[src/rtl/sqrt_controller.sv]
// Sequencing controller for an integer square-root engine built on an external
// register file + ALU datapath. Uses the odd-number subtraction method:
// repeatedly subtract 1, 3, 5, ... from N and count the successful
// subtractions; the count is floor(sqrt(N)).
//
// Register map used by the sequence:
//   R0 = remainder, R1 = current odd number, R2 = count, R3 = 2, R4 = 1.
//
// All outputs are decoded from the state register only, with one exception:
// in SUB the write enable and the next state also depend on the ALU flags.
// A failed subtraction (negative result) is therefore never written back.
module sqrt_controller #(
    parameter int DATA_WIDTH = 32
) (
    input  logic                  clk,
    input  logic                  rst,
    input  logic                  start_i,
    input  logic [DATA_WIDTH-1:0] operand_i,
    input  logic                  negative_i,
    input  logic                  zero_i,
    output logic                  busy_o,
    output logic                  done_o,
    output logic                  err_o,
    output logic                  IE_o,
    output logic                  WE_o,
    output logic                  OE_o,
    output logic [2:0]            ADDR_WR_o,
    output logic [2:0]            ADDR_RDA_o,
    output logic [2:0]            ADDR_RDB_o,
    output logic [1:0]            ALU_Op_o,
    output logic [DATA_WIDTH-1:0] dp_data_o
);

    // ------------------------------------------------------------------
    // State encoding
    // ------------------------------------------------------------------
    localparam logic [3:0] S_IDLE = 4'd0;
    localparam logic [3:0] S_LD0  = 4'd1;   // R0 <- N
    localparam logic [3:0] S_LD1  = 4'd2;   // R1 <- 1
    localparam logic [3:0] S_LD3  = 4'd3;   // R3 <- 2
    localparam logic [3:0] S_LD4  = 4'd4;   // R4 <- 1
    localparam logic [3:0] S_LD2  = 4'd5;   // R2 <- 0
    localparam logic [3:0] S_SUB  = 4'd6;   // R0 <- R0 - R1 (if not negative)
    localparam logic [3:0] S_INC  = 4'd7;   // R2 <- R2 + R4
    localparam logic [3:0] S_ODD  = 4'd8;   // R1 <- R1 + R3
    localparam logic [3:0] S_OUT  = 4'd9;   // out <- R2 & R2
    localparam logic [3:0] S_DONE = 4'd10;

    // Register-file addresses
    localparam logic [2:0] R_REM   = 3'd0;
    localparam logic [2:0] R_ODD   = 3'd1;
    localparam logic [2:0] R_COUNT = 3'd2;
    localparam logic [2:0] R_TWO   = 3'd3;
    localparam logic [2:0] R_ONE   = 3'd4;

    // ALU operation codes
    localparam logic [1:0] OP_ADD = 2'b00;
    localparam logic [1:0] OP_SUB = 2'b01;
    localparam logic [1:0] OP_AND = 2'b10;

    localparam int MSB = DATA_WIDTH - 1;

    logic [3:0]            state;
    logic [3:0]            next_state;
    logic [DATA_WIDTH-1:0] operand_q;
    logic                  zero_seen_q;
    logic                  accept;

    // A request is only taken while idle; starts during a run are dropped.
    assign accept = (state == S_IDLE) && start_i;

    // ------------------------------------------------------------------
    // Sequential state
    // ------------------------------------------------------------------

    // State register; reset returns to IDLE without waiting for a clock edge.
    // NOTE: sequential blocks use non-blocking (<=) so every flop samples the
    // pre-edge value of every other flop, independent of block order.
    always_ff @(posedge clk or posedge rst) begin
        if (rst) begin
            state <= S_IDLE;
        end else begin
            state <= next_state;
        end
    end

    // Operand holding register: loaded once on acceptance, stable for the run.
    always_ff @(posedge clk or posedge rst) begin
        if (rst) begin
            operand_q <= '0;
        end else if (accept) begin
            operand_q <= operand_i;
        end
    end

    // Remember whether the last subtraction hit exactly zero; INC uses it to
    // finish a perfect square without a further, failing subtraction.
    always_ff @(posedge clk or posedge rst) begin
        if (rst) begin
            zero_seen_q <= 1'b0;
        end else if (state == S_SUB) begin
            zero_seen_q <= zero_i;
        end
    end

    // ------------------------------------------------------------------
    // Next-state logic
    // ------------------------------------------------------------------

    // Sequence: load constants, then SUB/INC/ODD loop until the remainder
    // would go negative (or reached zero), then publish the count.
    // NOTE: next_state gets a default before the case so no path leaves it
    // unassigned; a missing default here is what infers a latch.
    always_comb begin
        next_state = state;
        case (state)
            S_IDLE: begin
                if (start_i) begin
                    // Negative operands skip the datapath entirely.
                    next_state = operand_i[MSB] ? S_DONE : S_LD0;
                end
            end
            S_LD0:  next_state = S_LD1;
            S_LD1:  next_state = S_LD3;
            S_LD3:  next_state = S_LD4;
            S_LD4:  next_state = S_LD2;
            S_LD2:  next_state = S_SUB;
            S_SUB:  next_state = negative_i ? S_OUT : S_INC;
            S_INC:  next_state = zero_seen_q ? S_OUT : S_ODD;
            S_ODD:  next_state = S_SUB;
            S_OUT:  next_state = S_DONE;
            S_DONE: next_state = S_IDLE;
            default: next_state = S_IDLE;
        endcase
    end

    // ------------------------------------------------------------------
    // Output decode
    // ------------------------------------------------------------------

    // Datapath controls per state; everything not listed for a state is 0.
    always_comb begin
        busy_o     = (state != S_IDLE);
        done_o     = 1'b0;
        err_o      = 1'b0;
        IE_o       = 1'b0;
        WE_o       = 1'b0;
        OE_o       = 1'b0;
        ADDR_WR_o  = 3'd0;
        ADDR_RDA_o = 3'd0;
        ADDR_RDB_o = 3'd0;
        ALU_Op_o   = OP_ADD;
        dp_data_o  = '0;
        case (state)
            S_LD0: begin
                IE_o      = 1'b1;
                WE_o      = 1'b1;
                ADDR_WR_o = R_REM;
                dp_data_o = operand_q;
            end
            S_LD1: begin
                IE_o      = 1'b1;
                WE_o      = 1'b1;
                ADDR_WR_o = R_ODD;
                dp_data_o = DATA_WIDTH'(1);
            end
            S_LD3: begin
                IE_o      = 1'b1;
                WE_o      = 1'b1;
                ADDR_WR_o = R_TWO;
                dp_data_o = DATA_WIDTH'(2);
            end
            S_LD4: begin
                IE_o      = 1'b1;
                WE_o      = 1'b1;
                ADDR_WR_o = R_ONE;
                dp_data_o = DATA_WIDTH'(1);
            end
            S_LD2: begin
                IE_o      = 1'b1;
                WE_o      = 1'b1;
                ADDR_WR_o = R_COUNT;
                dp_data_o = '0;
            end
            S_SUB: begin
                // Only commit the subtraction when it did not underflow.
                ALU_Op_o   = OP_SUB;
                ADDR_RDA_o = R_REM;
                ADDR_RDB_o = R_ODD;
                ADDR_WR_o  = R_REM;
                WE_o       = !negative_i;
            end
            S_INC: begin
                ALU_Op_o   = OP_ADD;
                ADDR_RDA_o = R_COUNT;
                ADDR_RDB_o = R_ONE;
                ADDR_WR_o  = R_COUNT;
                WE_o       = 1'b1;
            end
            S_ODD: begin
                ALU_Op_o   = OP_ADD;
                ADDR_RDA_o = R_ODD;
                ADDR_RDB_o = R_TWO;
                ADDR_WR_o  = R_ODD;
                WE_o       = 1'b1;
            end
            S_OUT: begin
                // R2 & R2 passes the count through the ALU to the output reg.
                ALU_Op_o   = OP_AND;
                ADDR_RDA_o = R_COUNT;
                ADDR_RDB_o = R_COUNT;
                OE_o       = 1'b1;
            end
            S_DONE: begin
                done_o = 1'b1;
                err_o  = operand_q[MSB];
            end
            default: begin
            end
        endcase
    end

endmodule
[config.mk]
export PLATFORM = sky130hd
export DESIGN_NAME = sqrt_controller
export DESIGN_NICKNAME = d
export VERILOG_FILES = /design/src/rtl/sqrt_controller.sv
export SDC_FILE = /design/constraint.sdc
export NUM_CORES = 1
export LEC_CHECK = 0
export CAP_MARGIN = 5
export CORE_UTILIZATION = 47
export CTS_BUF_LIST = sky130_fd_sc_hd__clkbuf_8
export CTS_CLUSTER_SIZE = 16
export DETAILED_ROUTE_END_ITERATION = 12
export PLACE_DENSITY = 0.95
export SETUP_SLACK_MARGIN = 0.1
export SLEW_MARGIN = 25
export SYNTH_ARGS = -nofsm -noshare
export SYNTH_HDL_FRONTEND = slang
export SYNTH_SLANG_ARGS = --single-unit
[constraint.sdc]
create_clock -name clk -period 3.2 [get_ports clk]
set_clock_uncertainty 0.2 [all_clocks]
set_input_delay 0.48 -clock clk [delete_from_list [all_inputs] [get_ports clk]]
set_output_delay 0.48 -clock clk [all_outputs]
set_load 0.005 [all_outputs]
# Word level (Yosys, flattened, before mapping)
# Index checks and enable logic that the tools add are counted.
# totals
register_bits,37
word_cells,40
# classes
n_eq_ne,11
muxes,15
n_reduce_logical,11
# ops
cell,n
$pmux W32 S3,1
$pmux W4 S9,1
$pmux W3 S4,2
$eq A4 B3 Y1 const B,4
$eq A4 B4 Y1 const B,3
$mux W4,3
$reduce_or A2 Y1,5
$eq A4 B2 Y1 const B,2
$pmux W2 S2,2
$reduce_or A7 Y1,1
$mux W1,5
$reduce_or A5 Y1,1
$eq A4 B1 Y1 const B,1
$logic_not A4 Y1,1
$reduce_bool A4 Y1,1
$ne A2 B2 Y1 const B,1
$pmux W1 S2,1
$logic_and A1 B1 Y1,1
$logic_not A1 Y1,1

# Depth between registers and ports, before layout
# logic_depth
ltp_word,3
depth_mapped,6

# Worst setup path before layout
# OpenSTA, ideal clock, no wires.
# synth_timing
kind,register to output
startpoint,register state[2]
endpoint,output dp_data_o[0]
t_arrival_ns,1.270
t_required_ns,2.520
slack_ns,1.250
path_stages_with_launch,4
path_buffers,1
cell_sequence,dfrtp_1 > clkbuf_1 > or2_2 > a221oi_1
# synth_via
elab_chain_cells,3
elab_cells_between_ends,6
cone_classes,4 x eq/ne; 1 x mux; 1 x reduce/logical
# synth_lines
item,line,rtl
start: declaration,63,logic [3:0] state;
start signal: assignment,83,state <= next_state;
$eq A4 B3 Y1 / $eq A4 B2 Y1 (equally long branches),154,case (state)
$reduce_or A2 Y1 (no source line),--,
$pmux W32 S3 *,154,
end: declaration,31,output logic [DATA_WIDTH-1:0] dp_data_o
# Every way passes the cells marked *; elsewhere a longest branch is shown, timed or not.

# Final worst setup path
# layout_timing
startpoint,register state[3]
endpoint,output dp_data_o[24]
# Same word-level chain as after synthesis.

==> impl_metrics.csv <==
group,metric,value,unit
setup_path,r2r_start,"state[1]",
die,initial_utilization,49.5,%
logic_synthesis,muxShareOfSynthArea,25.0,%
logic_synthesis,syn_area,0.00201,mm^2
routing,drt-initial-drc-count,76,
die,dieArea,0.00454,mm^2
die,dieHeight,67.4,um
placement,place_congestion,0.800,
clock_tree,cts_tree,"yes",
power_and_ir_drop,ir_drop,0.415,mV
layout,fillCellCount,306,
layout,layout_commonest_cell,"clkdlybuf4s50_1",
timing,period_needed,2.92,ns
clock_tree,clock_sinks,37,
logic_synthesis,synth_top_family_by_area,"multiplexers",
timing,finalHoldViolCount,0,
job,maxCapViolCount,0,
clock_tree,clkTransAtPathRegs,0.07,ns
clock_tree,cts_max_level,2,
routing,drcViolationCount,0,
logic_synthesis,synth-seq-cells,37,
timing,setup_slack,0.277,ns
timing,fmax,342,MHz
global_route,grt_pass1_vias,1421,
routing,wl_per_cell,14.5,um
die,die_w,67.4,um
placement,dp_slack,0.504,ns
logic_synthesis,syn_inst,169,
clock_tree,cts_hold_buf,0,
setup_path,r2r_setup_slack,0.66,ns
clock_tree,cts-root-buf,"clkbuf_8",
setup_path,rr_endpoint,"operand_q[0]",
routing,final_antenna_net_count,0,
setup_path,arrival,2.24,ns
logic_synthesis,synth-seq-area-share,46.1,%
routing,viasPerCell,5.01,
timing,worst_pin_slew,0.619,ns
clock_tree,postCtsSetupRepairBufs,0,
run_status,run_status,"completed",
setup_path,ff2ff_path_depth,4,
die,num_io_pins,86,
global_route,grt_max_degree,38,
die,core,0.00406,mm^2
layout,nNetsFinal,288,
logic_synthesis,synth.distinct_cells,33,
timing,holdWs,0.308,ns
routing,vias,1514,
setup_path,cp.required,2.52,ns
worst_hold_path,hold_path_end,"operand_q[31]",
logic_synthesis,synthesis.nets,206,
routing,drtPass1Iterations,4,
timing,setup_viol,0,
global_route,grtUsageTotal,21.0,%
power_and_ir_drop,powerDensity,833,mW/mm^2
timing,rsz0062_at_grt,"no",
clock_tree,worstSkewPairLatency,0.29,ns
die,num_rows,23,
logic_synthesis,async_reset_ff_share,100,%
logic_synthesis,syn_area_per_cell,11.9,um^2
setup_path,cp-start-kind,"flip-flop",
logic_synthesis,synth_compound_area_share,5.85,%
power_and_ir_drop,total_power,2460,uW
logic_synthesis,synth-xor-area-share,0,%
worst_hold_path,hold_class,"reg -> reg",
clock_tree,cts_made_buffers,5,
layout,syn_to_final_growth,46.9,%
global_route,overflow,0,
logic_synthesis,synth_ff_type,"dfrtp_1",
setup_path,worstSetupEndpointType,"output port",
setup_path,crit_fanout,20,
timing,relSlewSlack,58.7,%
routing,wl,4390,um
placement,dp_hpwl,3300,um
timing,drv_slew,0,
logic_synthesis,yosysWarnings,0,
layout,drive_above_1_share,20.6,%
layout,most-common-layout-cells,"clkdlybuf4s50_1 (84), dfrtp_1 (36), and2_1 (31)",
placement,numPortBuffers,84,
layout,n_antenna_cell,0,
logic_synthesis,synth-simple-area-share,17.4,%
timing,fin_setup_tns,0,ns
timing,post-route-period-util,91.3,%
clock_tree,cts_buffer_depth,2,
logic_synthesis,synthAdderAreaFrac,0,%
worst_hold_path,min-delay-start,"operand_q[31]",
worst_hold_path,hold_depth,1,
setup_path,worstSetupPathType,"reg -> out",
power_and_ir_drop,leakage,0.00134,uW
logic_synthesis,synth_edf_count,0,
global_route,antenna_found_initial,0,
global_route,grt_first_pass_wirelength,6870,um
-- synthesized netlist by cell type (2+ instances only) --
| cell | n | area (um^2) |
|---|---|---|
| dfrtp_1 | 37 | 926 |
| nand2b_1 | 3 | 18.8 |
| nand2_1 | 4 | 15.0 |
| nor3b_1 | 2 | 15.0 |
| a21oi_1 | 4 | 20.0 |
| mux2_2 | 5 | 56.3 |
| clkbuf_1 | 7 | 26.3 |
| inv_1 | 7 | 26.3 |
| and2_1 | 31 | 194 |
| a221oi_1 | 2 | 17.5 |
| nand3_1 | 3 | 15.0 |
| nor3_1 | 4 | 20.0 |
| buf_6 | 4 | 45.0 |
| nor2_1 | 7 | 26.3 |
| mux2_4 | 29 | 435 |
| o21ai_0 | 2 | 10.0 |
| o21a_1 | 2 | 15.0 |
-- where the power goes --
| group | internal [uW] | leakage [uW] | switching (uW) |
|---|---|---|---|
| Combinational | 829 | 0.000854 | 388 |
| Clock | 150 | 0.0000439 | 164 |
| Sequential | 706 | 0.000441 | 222 |
-- worst max-delay path by stage --
stage | from | endpoint | slack [ns] | cells past startpoint
4_1_cts | state[0] | dp_data_o[16] | 0.17 | 5
5_1_grt | state[3] | dp_data_o[31] | 0.11 | 5
3_5_place_dp | state[0] | dp_data_o[16] | 0.50 | 5
3_3_place_gp | state[0] | dp_data_o[3] | 0.58 | 5
2_1_floorplan | state[2] | dp_data_o[0] | 1.25 | 3
6_report | state[3] | dp_data_o[24] | 0.28 | 5
-- cell families after synthesis --
kind of cell / count (synthesis)
AOI/OAI and AO/OA: 17
DFF: 37
buffers and inverters: 20
other: 1
muxes: 35
and+or+nand+nor: 59
-- critical path, cell delays in order (launching register included) --
cell and delay [ns]:
dfrtp_1 0.56, nand2b_1 0.30, nor3_2 0.18, buf_4 0.24, and2_1 0.17, clkdlybuf4s50_1 0.50
-- timing repair --
item | CTS | global route
endpoints found under the hold margin | 0 | 0
resized for setup | 0 | 1
setup endpoints to repair | 0 | 26
-- cell type report --
class	instances	area, um^2	share of cell area, %
flip-flops and latches	37	927	31.4
multi-input cells	112	978	33.1
clock buffers	5	68.8	2.33
inverters	7	26.3	0.890
repair buffers	88	871	29.5
well taps	50	62.6	2.12
clock inverters	3	17.5	0.593
-- registers in the layout (all words and copies together) (netlist names) --
signal	cells
operand_q	32
state	4
zero_seen_q	1
-- through the flow --
step | utilization (%) | cell area [um^2] | std cells
global route | 72.7 | 2950 | 302
finish | 72.7 | 2950 | 302
detailed placement | 70.6 | 2860 | 294
CTS | 72.7 | 2950 | 302
global placement | 70.6 | 2860 | 294
floorplan | - | 2010 | 169
-- routing by layer --
layer	part of all wire (%)	up-vias	track usage [%]
met2	51	55	35.0
met4	1.3	0	7.18
met5	0	-	0
li1	-	732	-
met3	5.5	6	6.25
met1	42	721	25.6
Note: power is estimated with default switching activity, not from simulation.
